$ cat src/rtl/stage_4_mem.sv
// Memory-access stage: byte/half/word loads and stores over a req/ack data bus,
// stalling upstream while a transaction is outstanding, with timeout abort.
module stage_4_mem #(
  parameter int unsigned TIMEOUT = 16
) (
  input  logic        clk,
  input  logic        rst,
  input  logic        valid_in,
  input  logic [5:0]  op,
  input  logic        mem_read,
  input  logic        mem_write,
  input  logic [31:0] alu_result,
  input  logic [31:0] store_data,
  output logic        mem_req,
  output logic        mem_we,
  output logic [31:0] mem_addr,
  output logic [31:0] mem_wdata,
  output logic [3:0]  mem_be,
  input  logic        mem_ack,
  input  logic [31:0] mem_rdata,
  output logic        stall,
  output logic [31:0] wb_data,
  output logic        addr_err,
  output logic        bus_err
);

  localparam int unsigned CW = (TIMEOUT > 1) ? $clog2(TIMEOUT) : 1;

  typedef enum logic [1:0] {S_IDLE, S_REQ, S_DONE} state_t;

  // 0 = byte, 1 = half, 2 = word
  function automatic logic [1:0] size_of(input logic [5:0] o);
    case (o)
      6'h20, 6'h24, 6'h28: size_of = 2'd0;
      6'h21, 6'h25, 6'h29: size_of = 2'd1;
      default:             size_of = 2'd2;
    endcase
  endfunction

  state_t        state_q, state_d;
  logic [CW-1:0] cnt_q, cnt_d;
  logic [29:0]   addr_q, addr_d;
  logic [1:0]    lane_q, lane_d;
  logic [3:0]    be_q, be_d;
  logic [31:0]   wdata_q, wdata_d;
  logic          we_q, we_d;
  logic [5:0]    op_q, op_d;
  logic [31:0]   ldata_q, ldata_d;
  logic          err_q, err_d;

  logic [1:0]  size_in, size_lat, lane_in;
  logic        access, misaligned, start, is_signed;
  logic [3:0]  be_new;
  logic [31:0] wdata_new, shifted, load_fmt;

  always_comb begin
    size_in    = size_of(op);
    lane_in    = alu_result[1:0];
    access     = valid_in & (mem_read | mem_write);
    misaligned = ((size_in == 2'd1) && lane_in[0]) ||
                 ((size_in == 2'd2) && (lane_in != 2'b00));
    start      = (state_q == S_IDLE) && access && !misaligned;

    case (size_in)
      2'd0:    be_new = 4'b0001 << lane_in;
      2'd1:    be_new = lane_in[1] ? 4'b1100 : 4'b0011;
      default: be_new = 4'b1111;
    endcase

    case (size_in)
      2'd0:    wdata_new = {4{store_data[7:0]}};
      2'd1:    wdata_new = {2{store_data[15:0]}};
      default: wdata_new = store_data;
    endcase

    // Load lane extraction uses the latched op/lane, not the live inputs.
    size_lat  = size_of(op_q);
    is_signed = (op_q == 6'h20) || (op_q == 6'h21);
    shifted   = mem_rdata >> {lane_q, 3'b000};
    case (size_lat)
      2'd0:    load_fmt = {{24{is_signed & shifted[7]}}, shifted[7:0]};
      2'd1:    load_fmt = {{16{is_signed & shifted[15]}}, shifted[15:0]};
      default: load_fmt = shifted;
    endcase
  end

  always_comb begin
    state_d = state_q;
    cnt_d   = cnt_q;
    addr_d  = addr_q;
    lane_d  = lane_q;
    be_d    = be_q;
    wdata_d = wdata_q;
    we_d    = we_q;
    op_d    = op_q;
    ldata_d = ldata_q;
    err_d   = err_q;
    case (state_q)
      S_IDLE: begin
        if (start) begin
          addr_d  = alu_result[31:2];
          lane_d  = lane_in;
          be_d    = be_new;
          wdata_d = wdata_new;
          we_d    = mem_write;
          op_d    = op;
          cnt_d   = '0;
          state_d = S_REQ;
        end
      end
      S_REQ: begin
        // Ack takes priority over the timeout on the final wait cycle.
        if (mem_ack) begin
          ldata_d = load_fmt;
          err_d   = 1'b0;
          state_d = S_DONE;
        end else if (cnt_q == CW'(TIMEOUT - 1)) begin
          ldata_d = '0;
          err_d   = 1'b1;
          state_d = S_DONE;
        end else begin
          cnt_d = cnt_q + 1'b1;
        end
      end
      default: state_d = S_IDLE;
    endcase
  end

  always_ff @(posedge clk or posedge rst) begin
    if (rst) begin
      state_q <= S_IDLE;
      cnt_q   <= '0;
      addr_q  <= '0;
      lane_q  <= '0;
      be_q    <= '0;
      wdata_q <= '0;
      we_q    <= 1'b0;
      op_q    <= '0;
      ldata_q <= '0;
      err_q   <= 1'b0;
    end else begin
      state_q <= state_d;
      cnt_q   <= cnt_d;
      addr_q  <= addr_d;
      lane_q  <= lane_d;
      be_q    <= be_d;
      wdata_q <= wdata_d;
      we_q    <= we_d;
      op_q    <= op_d;
      ldata_q <= ldata_d;
      err_q   <= err_d;
    end
  end

  always_comb begin
    mem_req   = (state_q == S_REQ);
    mem_we    = mem_req & we_q;
    mem_addr  = mem_req ? {addr_q, 2'b00} : '0;
    mem_wdata = mem_req ? wdata_q : '0;
    mem_be    = mem_req ? be_q : '0;
    stall     = start | mem_req;
    addr_err  = (state_q == S_IDLE) && access && misaligned;
    bus_err   = (state_q == S_DONE) && err_q;
    case (state_q)
      S_IDLE:  wb_data = access ? '0 : alu_result;
      S_DONE:  wb_data = we_q ? alu_result : ldata_q;
      default: wb_data = '0;
    endcase
  end

endmodule

$ cat config.mk
export PLATFORM = sky130hd
export DESIGN_NAME = stage_4_mem
export DESIGN_NICKNAME = d
export VERILOG_FILES = /design/src/rtl/stage_4_mem.sv
export SDC_FILE = /design/constraint.sdc
export NUM_CORES = 1
export LEC_CHECK = 0
export CAP_MARGIN = 25
export CORE_MARGIN = 5
export CORE_UTILIZATION = 50
export CTS_CLUSTER_SIZE = 20
export DETAILED_ROUTE_END_ITERATION = 12
export PLACE_DENSITY = 0.93
export SYNTH_ARGS = -nofsm -noshare
export SYNTH_HDL_FRONTEND = slang
export SYNTH_SLANG_ARGS = --single-unit
$ cat constraint.sdc
create_clock -name clk -period 8.9 [get_ports clk]
set_clock_uncertainty 0.2 [all_clocks]
set_input_delay 1.78 -clock clk [delete_from_list [all_inputs] [get_ports clk]]
set_output_delay 1.78 -clock clk [all_outputs]
set_load 0.02 [all_outputs]
# == Yosys cells after proc, flatten, opt, wreduce, memory -nomap -nowiden ==
# Index checks and enable logic that the tools add are counted.
# W data, S select, Z words.
# op_classes
n_addsub,1
n_eq_ne,22
shift,2
muxes,24
n_bitwise,6
reduce_logical,23
# ops
cell,n
$mux W32,6
$pmux W32 S2,3
$eq A6 B6 Y1 const B,12
$shr A32 B5 Y32,1
$mux W4,5
$pmux W4 S2,2
$pmux W2 S2,3
$reduce_or A3 Y1,4
$eq A2 B1 Y1 const B,3
$logic_and A1 B1 Y1,6
$logic_not A2 Y1,3
$mux W2,3
$ne A2 B2 Y1 const B,3
$reduce_and A2 Y1,3
$reduce_bool A2 Y1,3
$add A4 B1 Y4 const B,1
$and A1 B1 Y1,4
$eq A2 B2 Y1 const B,2
$eq A4 B4 Y1 const B,1
$reduce_and A4 Y1,1
$shl A1 B2 Y4 const A,1
$ne A3 B1 Y1 const B,1
$logic_or A1 B1 Y1,2
$mux W1,2
2 further kinds,3
# word_totals
ff_bits,114
output_inout_bits,105
elab_cells,88

# == Longest topological paths before layout ==
# logic_depth
word_depth,10
depth_mapped,7

# == Least setup slack after synthesis ==
# No wires, ideal clock.
# synth_timing
kind,in2out
startpoint,input port mem_write
endpoint,output port stall
arrival_time_ps,3049
slack_ps,3871
cell_stages,6
cell_sequence,o21ai_0 > or3_1 > nor2_1 > buf_2 > buf_2 > o21ba_2
# synth_between
elab_chain_len,5
# synth_rtl
element,line,text
start: declaration,11,"input logic mem_write,"
$or A1 B1 Y1,59,access = valid_in & (mem_read | mem_write);
$and A1 B1 Y1,59,
$logic_and A1 B1 Y1 (2 in a row),62,start = (state_q == S_IDLE) && access && !misaligned;
$or A1 B1 Y1,161,stall = start | mem_req;
end: declaration,21,"output logic stall,"
# No other way between the ends.

# == Worst setup path in the final report ==
# layout_timing
startpoint,input port op[0]
endpoint,output port addr_err
# layout_between
elab_chain_len,7
elab_cells_between_ends,15
classes_between,eq/ne (8); mux (1); reduce/logical (6)
# layout_rtl
element,line,text
start: declaration,9,"input logic [5:0] op,"
$eq A6 B6 Y1,33,case (o)
$reduce_or A3 Y1,33,
$pmux W2 S2 *,33,
$eq A2 B1 Y1 or $eq A2 B2 Y1 (tied branches),"60, 61",
$logic_and A1 B1 Y1 (on tied branches),"60, 61",
$logic_or A1 B1 Y1 *,60,misaligned = ((size_in == 2'd1) && lane_in[0]) ||
$logic_and A1 B1 Y1 *,162,addr_err = (state_q == S_IDLE) && access && misaligned;
end: declaration,23,"output logic addr_err,"
# Mark *: on every way between the ends. The rest lies on a longest branch, timed or not.

==> PnR_summary.wiki <==
{| class="wikitable"
! Metric !! Value
|-
| CP max stage delay || 0.98 ns
|-
| Die area || 14700 um^2
|-
| Effective utilization at floorplan || 0.512
|-
| Count of distinct cell types in the synthesized netlist || 50
|-
| Sequential cell fraction of total power || 0.392
|-
| Area leader, netlist || dfrtp_1
|-
| Synth Cell Area || 6180 um^2
|-
| Series of cell instances along the critical path || clkdlybuf4s50_1, nand2_1, a31oi_1, and2_1, clkdlybuf4s50_1
|-
| Share of the clock period used by the worst path after layout || 0.701
|-
| Crit Path Category || in2out
|-
| Slew margin rel. || 0.385
|-
| Layout overhead on the synthesized area || 44.9%
|-
| Post-CTS Setup Repair Bufs || 0
|-
| Initial DRC Count || 419
|-
| Port Buffer Count || 210
|-
| Cell family contributing the most delay on the critical path || buffers and inverters
|-
| Count of endpoints failing hold in the final timing report || 0
|-
| Most area-consuming cells after synthesis || dfrtp_1, mux2_2, and2_1
|-
| Routability congestion estimate || 0.873
|-
| Fraction of synthesis flops using an asynchronous set or reset pin || 1.00
|-
| Finish-stage setup viols || 0
|-
| CP Launch Point || op[0]
|-
| Filler instances || 782
|-
| Min-delay src || be_q[3]
|-
| Count of nets after finishing || 846
|-
| CTS Root Cell || clkbuf_16
|-
| Power density cells || 231 nW/um^2
|-
| Max-cap viol count || 0
|-
| Final max-slew violation count || 0
|-
| NetSw || 0.000613 W
|-
| Number of antenna violations at the first check in global routing || 0
|-
| Max Fanout on Critical Path || 13
|-
| Most common cell after layout, fill and taps aside || clkdlybuf4s50_1
|-
| X dimension of the die || 121 um
|-
| Maximum ir drop on the vdd rail || 0.120 mV
|-
| Internal power consumption || 0.00146 W
|-
| Final core utilization || 0.742
|-
| Count of TritonRoute iterations in the first routing pass || 5
|-
| Tot Pwr || 0.00207 W
|-
| Number of top-level pins || 213
|-
| Clock group share of total power || 0.317
|-
| Via count of the first global-routing pass || 5554
|-
| Most repeated library cell on the critical path || clkdlybuf4s50_1
|-
| Kind of path behind the tightest hold check || reg2reg
|-
| Sinks on Clock Net || 114
|-
| Count of flip-flops with a built-in enable after synthesis || 0
|-
| Element type at the critical path start || input port
|-
| Most used flip-flop cell after synthesis || dfrtp_1
|-
| Remaining design rule violation count || 0
|-
| Sequential fraction of the synthesis area || 0.462
|-
| Crit. End Element || output pin
|-
| Mean area per synthesized cell || 11.4 um^2
|-
| Switching portion of total power || 0.296
|-
| Reg clk slew, reported paths || 0.05 ns
|-
| Total via count in the routed design || 5344
|-
| Maximum root-to-sink buffer count || 2
|-
| Setup TNS || 0 ns
|-
| Chip height || 121 um
|-
| Overall Global Routing Usage || 0.267
|-
| Vias per inst || 5.84
|-
| Row count || 40
|-
| Status || finished clean
|-
| Combinational group share of total power || 0.291
|-
| Transition at the pin with the smallest max-transition slack || 0.923 ns
|-
| Fin crit period || 6.24 ns
|-
| Ys Warns || 0
|-
| Largest net degree at the start of global routing || 74
|-
| TritonCTS clock tree || built
|-
| Wirelength per Cell || 21.3 um
|-
| Crit path buffers/inverters || 2
|-
| Number of gates resized after cts || 0
|-
| Flip-flop and latch count after synthesis || 114
|-
| Layout cells sized above 1 || 0.190
|-
| Maximum clock frequency || 160 MHz
|-
| Worst R2R Start || state_q[0]
|-
| Number of cells produced by synthesis || 544
|-
| Remaining antenna violation count after routing || 0
|-
| Clock latency of the later-clocked register in the worst-skew pair || 0.41 ns
|-
| RSZ-0062 raised after global routing || no
|-
| Min Hold Slack || 0.283 ns
|-
| Max stage delay cell, worst path || clkdlybuf4s50_1
|-
| WP data required || 6.92 ns
|-
| Diode insertion count for antenna repair || 0
|-
| Top library cells by usage in the layout, fill and taps aside || clkdlybuf4s50_1, dfrtp_1, mux2_2, and2_1, a22o_1
|-
| CTS Buf Count || 17
|-
| Arrival time at the worst endpoint || 4.26 ns
|-
| Number of buffers inserted for hold repair after clock tree synthesis || 0
|-
| Wire length of the first global-routing pass || 30.6 mm
|-
| Synth top area share || 0.462
|-
| Standby leakage power || 3.77 nW
|-
| Total core area || 12100 um^2
|-
| H-tree depth || 4
|-
| Global route total overflow || 0
|-
| Total half-perimeter wirelength after legalization and detailed placement || 14.0 mm
|-
| Final routed wirelength across all metal layers || 19.5 mm
|}
==> per-layer routing <==
layer	global-route usage	vias up	wire [um]
met1	0.318	2642	7360
met5	0	-	0
li1	-	2384	-
met4	0.104	0	559
met2	0.445	278	9580
met3	0.0942	40	1980
==> power groups by stage <==
stage	clock, W	combinational [W]	sequential (W)
after floorplan	0	0.000402	0.000753
after global placement	0	0.000573	0.000805
after detailed placement	0	0.000597	0.000814
after CTS	0.000665	0.000604	0.000808
after global routing	0.000694	0.000646	0.000828
final	0.000657	0.000602	0.000811
==> cells by family after synthesis <==
family / Yosys count / synth area share
flip-flops: 114 / 0.462
other: 1 / 0.000607
buffers and inverters: 50 / 0.0375
XOR/XNOR: 4 / 0.00567
AND/OR/NAND/NOR: 143 / 0.135
adder cells (fa/ha/maj): 1 / 0.00202
AO/OA/AOI/OAI: 117 / 0.153
multiplexers: 114 / 0.204
==> metrics by stage <==
step	instances	setup slack, ns	area [um^2]
after floorplan	545	3.87	6180
after global placement	884	2.41	8360
after detailed placement	885	2.27	8380
after CTS	914	2.25	8940
after global routing	915	2.59	8950
final	915	2.66	8950
==> synthesized netlist by cell type, drive strengths merged, types with 2 or more instances <==
master     n
a31oi      9
nor2      15
nand2     19
nand3b     2
a21o       2
xor2       3
a211o      8
a22o      34
nor3       2
nand2b     2
nand4b     2
clkbuf    27
or2        7
nor2b     14
buf       19
inv        4
o21ai      4
dfrtp    114
o221ai     9
o2bb2ai    8
a21oi     20
mux2      87
nand3      3
and2      68
a221o     16
mux2i     26
==> layout make-up <==
| cell class | instances | area [um^2] | share of cell area |
|---|---|---|---|
| multi-input combinational | 381 | 3130 | 0.349 |
| clock inverter | 5 | 77.6 | 0.00867 |
| tap | 168 | 210 | 0.0235 |
| inverter | 4 | 17.5 | 0.00196 |
| clock buffer | 24 | 492 | 0.0549 |
| timing repair buffer | 219 | 2180 | 0.243 |
| sequential | 114 | 2850 | 0.319 |
==> worst paths after layout <==
path	to	slack [ns]	cells after the start
setup / recovery	addr_err	2.66	5
hold / removal	be_q[3]	0.28	1
setup reg to reg	ldata_q[27]	6.00	6
hold reg to reg	be_q[3]	0.28	1
max in group asynchronous	wdata_q[5]	5.64	3
min in group asynchronous	addr_q[26]	1.57	2
==> sequential cells by signal, summed over array words and instances, names as in the netlist, 2 cells and up <==
register	count
addr_q	30
be_q	4
cnt_q	4
lane_q	2
ldata_q	32
op_q	6
state_q	2
wdata_q	32
Note: power is estimated with default switching activity, not from simulation.
